<file path="src/rtl/pq_pkg.sv">
// Shared types and helpers for the sorted-register priority queue.
package pq_pkg;

  // Keys are zero-extended to this width before comparison, so WIDTH
  // must not exceed it.
  localparam int PQ_KEY_MAX_W = 64;

  // Operation requested this cycle, decoded from loadIn/shiftOut.
  typedef enum logic [1:0] {
    PQ_IDLE = 2'd0,
    PQ_INS  = 2'd1,
    PQ_REM  = 2'd2,
    PQ_SWAP = 2'd3
  } pq_op_e;

  // Per-slot next-state source.
  //   SEL_PREV: take slot i-1 (entries move away from the top)
  //   SEL_NEXT: take slot i+1 (entries move toward the top)
  typedef enum logic [1:0] {
    SEL_HOLD = 2'd0,
    SEL_NEW  = 2'd1,
    SEL_PREV = 2'd2,
    SEL_NEXT = 2'd3
  } pq_sel_e;

  function automatic pq_op_e decode_op(input logic load, input logic shift);
    pq_op_e op;
    case ({load, shift})
      2'b10:   op = PQ_INS;
      2'b01:   op = PQ_REM;
      2'b11:   op = PQ_SWAP;
      default: op = PQ_IDLE;
    endcase
    return op;
  endfunction

  // Strict "a ranks ahead of b"; unsigned comparison.
  function automatic logic better(input logic [PQ_KEY_MAX_W-1:0] a,
                                  input logic [PQ_KEY_MAX_W-1:0] b,
                                  input logic                    max_first);
    return max_first ? (a > b) : (a < b);
  endfunction

endpackage

</file>
<file path="src/rtl/pq_slot.sv">
// One queue slot: key and valid registers with a four-way source mux.
module pq_slot
  import pq_pkg::*;
#(
  parameter int WIDTH = 8
) (
  input  logic             ck,
  input  logic             r,
  input  logic             clear,
  input  pq_sel_e          sel,
  input  logic [WIDTH-1:0] new_key,
  input  logic [WIDTH-1:0] prev_key,
  input  logic             prev_valid,
  input  logic [WIDTH-1:0] next_key,
  input  logic             next_valid,
  output logic [WIDTH-1:0] key,
  output logic             valid
);

  logic [WIDTH-1:0] key_reg, key_next;
  logic             valid_reg, valid_next;

  // Pick the slot's next contents from the selected source.
  always_comb begin
    key_next   = key_reg;
    valid_next = valid_reg;
    case (sel)
      SEL_NEW: begin
        key_next   = new_key;
        valid_next = 1'b1;
      end
      SEL_PREV: begin
        key_next   = prev_key;
        valid_next = prev_valid;
      end
      SEL_NEXT: begin
        key_next   = next_key;
        valid_next = next_valid;
      end
      default: ;
    endcase
  end

  // Slot state register; clear flushes to an empty, zeroed slot.
  always_ff @(posedge ck or negedge r) begin
    if (!r) begin
      key_reg   <= '0;
      valid_reg <= 1'b0;
    end else if (clear) begin
      key_reg   <= '0;
      valid_reg <= 1'b0;
    end else begin
      key_reg   <= key_next;
      valid_reg <= valid_next;
    end
  end

  assign key   = key_reg;
  assign valid = valid_reg;

endmodule

</file>
<file path="src/rtl/pri_queue_param.sv">
// Parametrised sorted-register priority queue. Slots stay ordered best-first,
// so the best key is always in slot 0 and an insert only needs a compare
// vector and a one-hot-ish position decode.
module pri_queue_param
  import pq_pkg::*;
#(
  parameter int WIDTH     = 8,
  parameter int DEPTH     = 8,
  parameter int MAX_FIRST = 1
) (
  input  logic                       ck,
  input  logic                       r,
  input  logic                       clear,
  input  logic                       loadIn,
  input  logic                       shiftOut,
  input  logic [WIDTH-1:0]           newVal,
  output logic [WIDTH-1:0]           top,
  output logic                       topValid,
  output logic [$clog2(DEPTH+1)-1:0] count,
  output logic                       full,
  output logic                       empty,
  output logic                       overflow,
  output logic                       underflow
);

  localparam int CW = $clog2(DEPTH+1);

  logic [WIDTH-1:0] slot_key [DEPTH];
  logic [DEPTH-1:0] slot_valid;
  logic [DEPTH-1:0] beats;         // newVal strictly better than slot i
  logic [CW-1:0]    count_reg;
  logic             overflow_reg;
  logic             underflow_reg;
  logic [CW-1:0]    ins_pos;
  logic [CW-1:0]    swap_pos;
  logic             is_full, is_empty;
  logic             do_ins, do_rem, do_swap;
  pq_op_e           op;

  assign op       = decode_op(loadIn, shiftOut);
  assign is_full  = (count_reg == CW'(DEPTH));
  assign is_empty = (count_reg == '0);
  assign do_ins   = (op == PQ_INS)  && !is_full;
  assign do_rem   = (op == PQ_REM)  && !is_empty;
  // Swap on an empty queue is a pass-through: nothing is stored or flagged.
  assign do_swap  = (op == PQ_SWAP) && !is_empty;

  generate
    for (genvar gi = 0; gi < DEPTH; gi++) begin : g_slot
      pq_sel_e          slot_sel;
      logic [WIDTH-1:0] prev_key, next_key;
      logic             prev_valid, next_valid;

      assign beats[gi] = slot_valid[gi] &&
                         better(PQ_KEY_MAX_W'(newVal), PQ_KEY_MAX_W'(slot_key[gi]),
                                (MAX_FIRST != 0));

      if (gi == 0) begin : g_first
        assign prev_key   = '0;
        assign prev_valid = 1'b0;
      end else begin : g_mid_prev
        assign prev_key   = slot_key[gi-1];
        assign prev_valid = slot_valid[gi-1];
      end

      if (gi == DEPTH-1) begin : g_last
        assign next_key   = '0;
        assign next_valid = 1'b0;
      end else begin : g_mid_next
        assign next_key   = slot_key[gi+1];
        assign next_valid = slot_valid[gi+1];
      end

      // Route this slot's source: insert opens a gap at ins_pos, remove
      // pulls everything up, swap pulls up only the entries ahead of the
      // new key's landing position (swap_pos-1).
      always_comb begin
        slot_sel = SEL_HOLD;
        if (do_ins) begin
          if (CW'(gi) == ins_pos)      slot_sel = SEL_NEW;
          else if (CW'(gi) > ins_pos)  slot_sel = SEL_PREV;
        end else if (do_rem) begin
          slot_sel = SEL_NEXT;
        end else if (do_swap) begin
          if (CW'(gi+1) == swap_pos)     slot_sel = SEL_NEW;
          else if (CW'(gi+1) < swap_pos) slot_sel = SEL_NEXT;
        end
      end

      pq_slot #(.WIDTH(WIDTH)) u_slot (
        .ck        (ck),
        .r         (r),
        .clear     (clear),
        .sel       (slot_sel),
        .new_key   (newVal),
        .prev_key  (prev_key),
        .prev_valid(prev_valid),
        .next_key  (next_key),
        .next_valid(next_valid),
        .key       (slot_key[gi]),
        .valid     (slot_valid[gi])
      );
    end
  endgenerate

  // Insertion position: first slot whose key is strictly worse than newVal,
  // else the first free slot. Ties therefore land behind existing equals.
  // For a swap slot 0 is being discarded, so only slots 1.. are searched.
  always_comb begin
    ins_pos  = count_reg;
    swap_pos = count_reg;
    for (int i = DEPTH-1; i >= 0; i--) begin
      if (beats[i]) ins_pos = CW'(i);
    end
    for (int i = DEPTH-1; i >= 1; i--) begin
      if (beats[i]) swap_pos = CW'(i);
    end
  end

  // Occupancy counter and sticky error flags.
  always_ff @(posedge ck or negedge r) begin
    if (!r) begin
      count_reg     <= '0;
      overflow_reg  <= 1'b0;
      underflow_reg <= 1'b0;
    end else if (clear) begin
      count_reg     <= '0;
      overflow_reg  <= 1'b0;
      underflow_reg <= 1'b0;
    end else begin
      if (do_ins) count_reg <= count_reg + CW'(1);
      if (do_rem) count_reg <= count_reg - CW'(1);
      if ((op == PQ_INS) && is_full)  overflow_reg  <= 1'b1;
      if ((op == PQ_REM) && is_empty) underflow_reg <= 1'b1;
    end
  end

  assign top       = slot_key[0];
  assign topValid  = slot_valid[0];
  assign count     = count_reg;
  assign full      = is_full;
  assign empty     = is_empty;
  assign overflow  = overflow_reg;
  assign underflow = underflow_reg;

endmodule

</file>
<file path="config.mk">
export PLATFORM = sky130hd
export DESIGN_NAME = pri_queue_param
export DESIGN_NICKNAME = d
export VERILOG_FILES = /design/src/rtl/pq_pkg.sv /design/src/rtl/pq_slot.sv /design/src/rtl/pri_queue_param.sv
export SDC_FILE = /design/constraint.sdc
export NUM_CORES = 1
export LEC_CHECK = 0
export ABC_AREA = 1
export BUFFER_PORTS_ARGS = -buffer_cell sky130_fd_sc_hd__buf_2
export CORE_MARGIN = 8
export CORE_UTILIZATION = 40
export DETAILED_ROUTE_END_ITERATION = 16
export PLACE_DENSITY = 0.54
export SETUP_SLACK_MARGIN = 0.05
export SYNTH_ARGS = -nofsm -noshare
export SYNTH_HDL_FRONTEND = slang
export SYNTH_SLANG_ARGS = --single-unit
</file>
<file path="constraint.sdc">
create_clock -name ck -period 3.4 [get_ports ck]
set_input_delay 0.51 -clock ck [delete_from_list [all_inputs] [get_ports ck]]
set_output_delay 0.51 -clock ck [all_outputs]
set_load 0.01 [all_outputs]
</file>
==> impl_metrics.yaml <==
finish:
  area_growth_syn_to_layout_pct: 14.5
  layout.nets: 1085
  diodes: 0
  largest_register_ffs: 64
  fin_util_pct: 46.9
  fin_area_sq_um: 7770
  drive_above_1_share_pct: 17.5
power_and_ir_drop:
  powerDensity_nw_per_um2: 783
  intPower_mw: 3.05
  ir_drop_mv: 0.402
  combPwrFrac_pct: 54.6
  leakage_nw: 3.95
  p_seq_share_pct: 27.7
  pwr-share-clk_pct: 17.7
  switchingPower_mw: 3.03
  p_sw_share_pct: 49.8
  p_total_mw: 6.09
floorplanning:
  num_rows: 47
  core_sq_um: 16600
  pin_count: 30
  fp.dieArea_sq_um: 21400
  die_w_um: 146
  initial_utilization_pct: 40.9
  die_y_um: 146
global_route:
  grt_pass1_vias: 6390
  grt_overflow: 0
  grt_pass1_wl_um: 36400
  antenna_found_initial: 0
  grt_max_degree: 64
  grt_usage_pct: 21.7
setup_path:
  cp-end-kind: "register"
  cp_num_buf_inv: 2
  rr_startpoint: "g_slot[6].u_slot.key[7]$_DFFE_PN0P_"
  required_ns: 3.70
  crit_path_start_kind: "register"
  crit_type: "reg -> reg"
  crit_end: "g_slot[1].u_slot.key[2]$_DFFE_PN0P_"
  critPathTopFamily: "simple AND/OR/NAND/NOR gates"
  cp.depth: 19
  startpoint: "g_slot[6].u_slot.key[7]$_DFFE_PN0P_"
  crit_fanout: 10
  crit_chain: "inv_1 -> ha_1 -> a21o_1 -> a21oi_1 -> nand2_1 -> nand2_2 -> nand2_1 -> nor2_1 -> nand2_1 -> nand2_2 -> nand2_2 -> nand2_4 -> nor2_8 -> nand2_2 -> nand2_1 -> nor2_4 -> buf_4 -> nand2_1 -> nand2_1"
  crit_top_cell: "nand2_1"
  r2r-end: "g_slot[1].u_slot.key[2]$_DFFE_PN0P_"
  r2r_cells: 19
  slowest_stage: "dfrtp_1"
  crit_arrival_ns: 3.37
  slowest_delay_ns: 0.38
  ff2ff_setup_slack_ns: 0.32
logic_synthesis:
  ys_ff_latch: 78
  synthMostInstantiatedCell: "nand2_1"
  yosysSeqAreaShare_pct: 28.7
  yosys-top-cells-count: "nand2_1, nand3_1, inv_1"
  synth-edff-count: 0
  synth.largest_area_cell: "dfrtp_1"
  ys_warn_count: 0
  syn_nets: 1017
  synth_cells: 937
  ys_async_sr_fraction_pct: 100
  yosysTopAreaCellShare_pct: 28.7
  synth_flop_cell: "dfrtp_1"
  syn-cell-area_sq_um: 6790
  synthTopCellsByArea: "dfrtp_1, nand2_1, ha_1"
  avgSynthCellArea_sq_um: 7.25
  synth_cell_types: 45
detailed_routing:
  wl_um: 22800
  viasPerCell: 5.36
  first_pass_iters: 5
  drtIter0Drc: 637
  via_count: 6596
  drc_errors: 0
  wl_per_cell_um: 18.5
  antenna_left: 0
timing:
  final_max_slew_viol_count: 0
  period_share_pct: 90.5
  slew_headroom_pct: 38.8
  clock_skew_ns: 0.00871
  rsz0062_at_grt: "yes"
  fin_crit_ns: 3.08
  max_freq_mhz: 325
  hold_viol: 0
  worst_slack_ns: 0.323
  worstMarginPinSlew_ns: 0.919
  fin_tns_setup_ns: 0
  setup_viol: 0
placed_design:
  dpl_cell_area_sq_um: 7450
  port_buffers: 29
  gp_congestion: 0.897
  dp_hpwl_um: 17700
  place_ws_ns: 0.0504
cts:
  post-cts-setup-buffers: 0
  clockBufferDepth: 2
  cts_resized: 0
  cts_tree: "yes"
  cts_root_buffer: "clkbuf_16"
  clk_latency_ns: 0.35
  clk_pin_slew_ns: 0.06
  clock-sinks: 78
  cts_buffers: 9
  ctsHoldBuffers: 0
  htreeDepth: 3
job:
  cap_violations: 0
status:
  status: "finished, final reports clean"
min_path:
  worstHoldPathType: "in -> async"
## through the flow
| step | cells | hold WS (ns) |
|---|---|---|
| after global routing | 1230 | 0.339 |
| after detailed placement | 1214 | 0.479 |
| after floorplan | 937 | 0.214 |
| final | 1230 | 0.260 |
| after global placement | 1214 | 0.477 |
| after CTS | 1230 | 0.311 |
## power by group through the flow
stage          sequential, mW  combinational, mW  clock, mW
3_5_place_dp             1.69               3.29          0
2_1_floorplan            1.49               2.41          0
6_report                 1.69               3.32       1.08
5_1_grt                  1.72               3.74       1.12
3_3_place_gp             1.70               3.27          0
4_1_cts                  1.68               3.30       1.08
## cells in the final DEF (no fill, tap or decap), types with 2 or more instances in the layout
cell	count
nand2_2	23
nand2_1	247
o22ai_1	30
clkinv_2	2
inv_2	9
a21oi_1	48
buf_2	28
nand2_4	12
bufinv_16	2
nor3_4	2
nor2_1	41
nor3_1	11
o21ai_1	9
a21oi_2	3
o21ai_0	14
clkbuf_16	9
ha_1	66
o211ai_1	15
nand4_1	7
nor2_8	4
nand3_1	133
o21a_1	6
inv_1	112
nor2_4	8
buf_4	43
o21ai_2	10
dfrtp_1	78
nand3_2	5
a21oi_4	5
a21o_1	5
nor2_2	5
## logic make-up after synthesis
| kind of cell | count (synthesis) | share of synthesized area (%) |
|---|---|---|
| fa+ha+maj | 67 | 12.5 |
| flops | 78 | 28.7 |
| buf+inv | 138 | 8.11 |
| compound gates | 153 | 14.9 |
| simple gates | 499 | 35.5 |
| xor+xnor | 2 | 0.258 |
## worst min-delay path by stage
| stage | start | endpoint | slack (ns) | cells after the start |
|---|---|---|---|---|
| 2_1_floorplan | r | count[0]$_DFFE_PN0P_ | 0.21 | 0 |
| 3_3_place_gp | overflow$_DFFE_PN0P_ | overflow$_DFFE_PN0P_ | 0.48 | 1 |
| 3_5_place_dp | overflow$_DFFE_PN0P_ | overflow$_DFFE_PN0P_ | 0.48 | 1 |
| 4_1_cts | r | count[2]$_DFFE_PN0P_ | 0.31 | 1 |
| 5_1_grt | r | overflow$_DFFE_PN0P_ | 0.34 | 1 |
| 6_report | r | overflow$_DFFE_PN0P_ | 0.26 | 1 |
## worst reg2reg max path, cell delays in order (launching register included)
cell     delay (ns)
dfrtp_1        0.38
inv_1          0.17
ha_1           0.28
a21o_1         0.18
a21oi_1        0.25
nand2_1        0.11
nand2_2        0.14
nand2_1        0.09
nor2_1         0.19
nand2_1        0.09
nand2_2        0.12
nand2_2        0.10
nand2_4        0.13
nor2_8         0.07
nand2_2        0.10
nand2_1        0.09
nor2_4         0.21
buf_4          0.20
nand2_1        0.06
nand2_1        0.06
## final cells by class
class | count | area, sq um
Timing Repair Buffer | 71 | 463
Clock inverter | 6 | 86.3
Clock buffer | 10 | 229
Multi-Input combinational cell | 721 | 4290
Inverter | 124 | 473
Tap cell | 220 | 275
Sequential cell | 78 | 1950
Fill cell | 1780 | 8810
## metal layers
| metal | wire, um | up-vias | share of wire, % | track usage, % |
|---|---|---|---|---|
| met3 | 1340 | 22 | 5.9 | 3.74 |
| met1 | 11200 | 3071 | 49 | 30.6 |
| met2 | 9940 | 209 | 44 | 33.3 |
| li1 | - | 3294 | - | - |
| met5 | 0 | - | 0 | 0 |
| met4 | 328 | 0 | 1.4 | 6.39 |
Note: power is estimated with default switching activity, not from simulation.
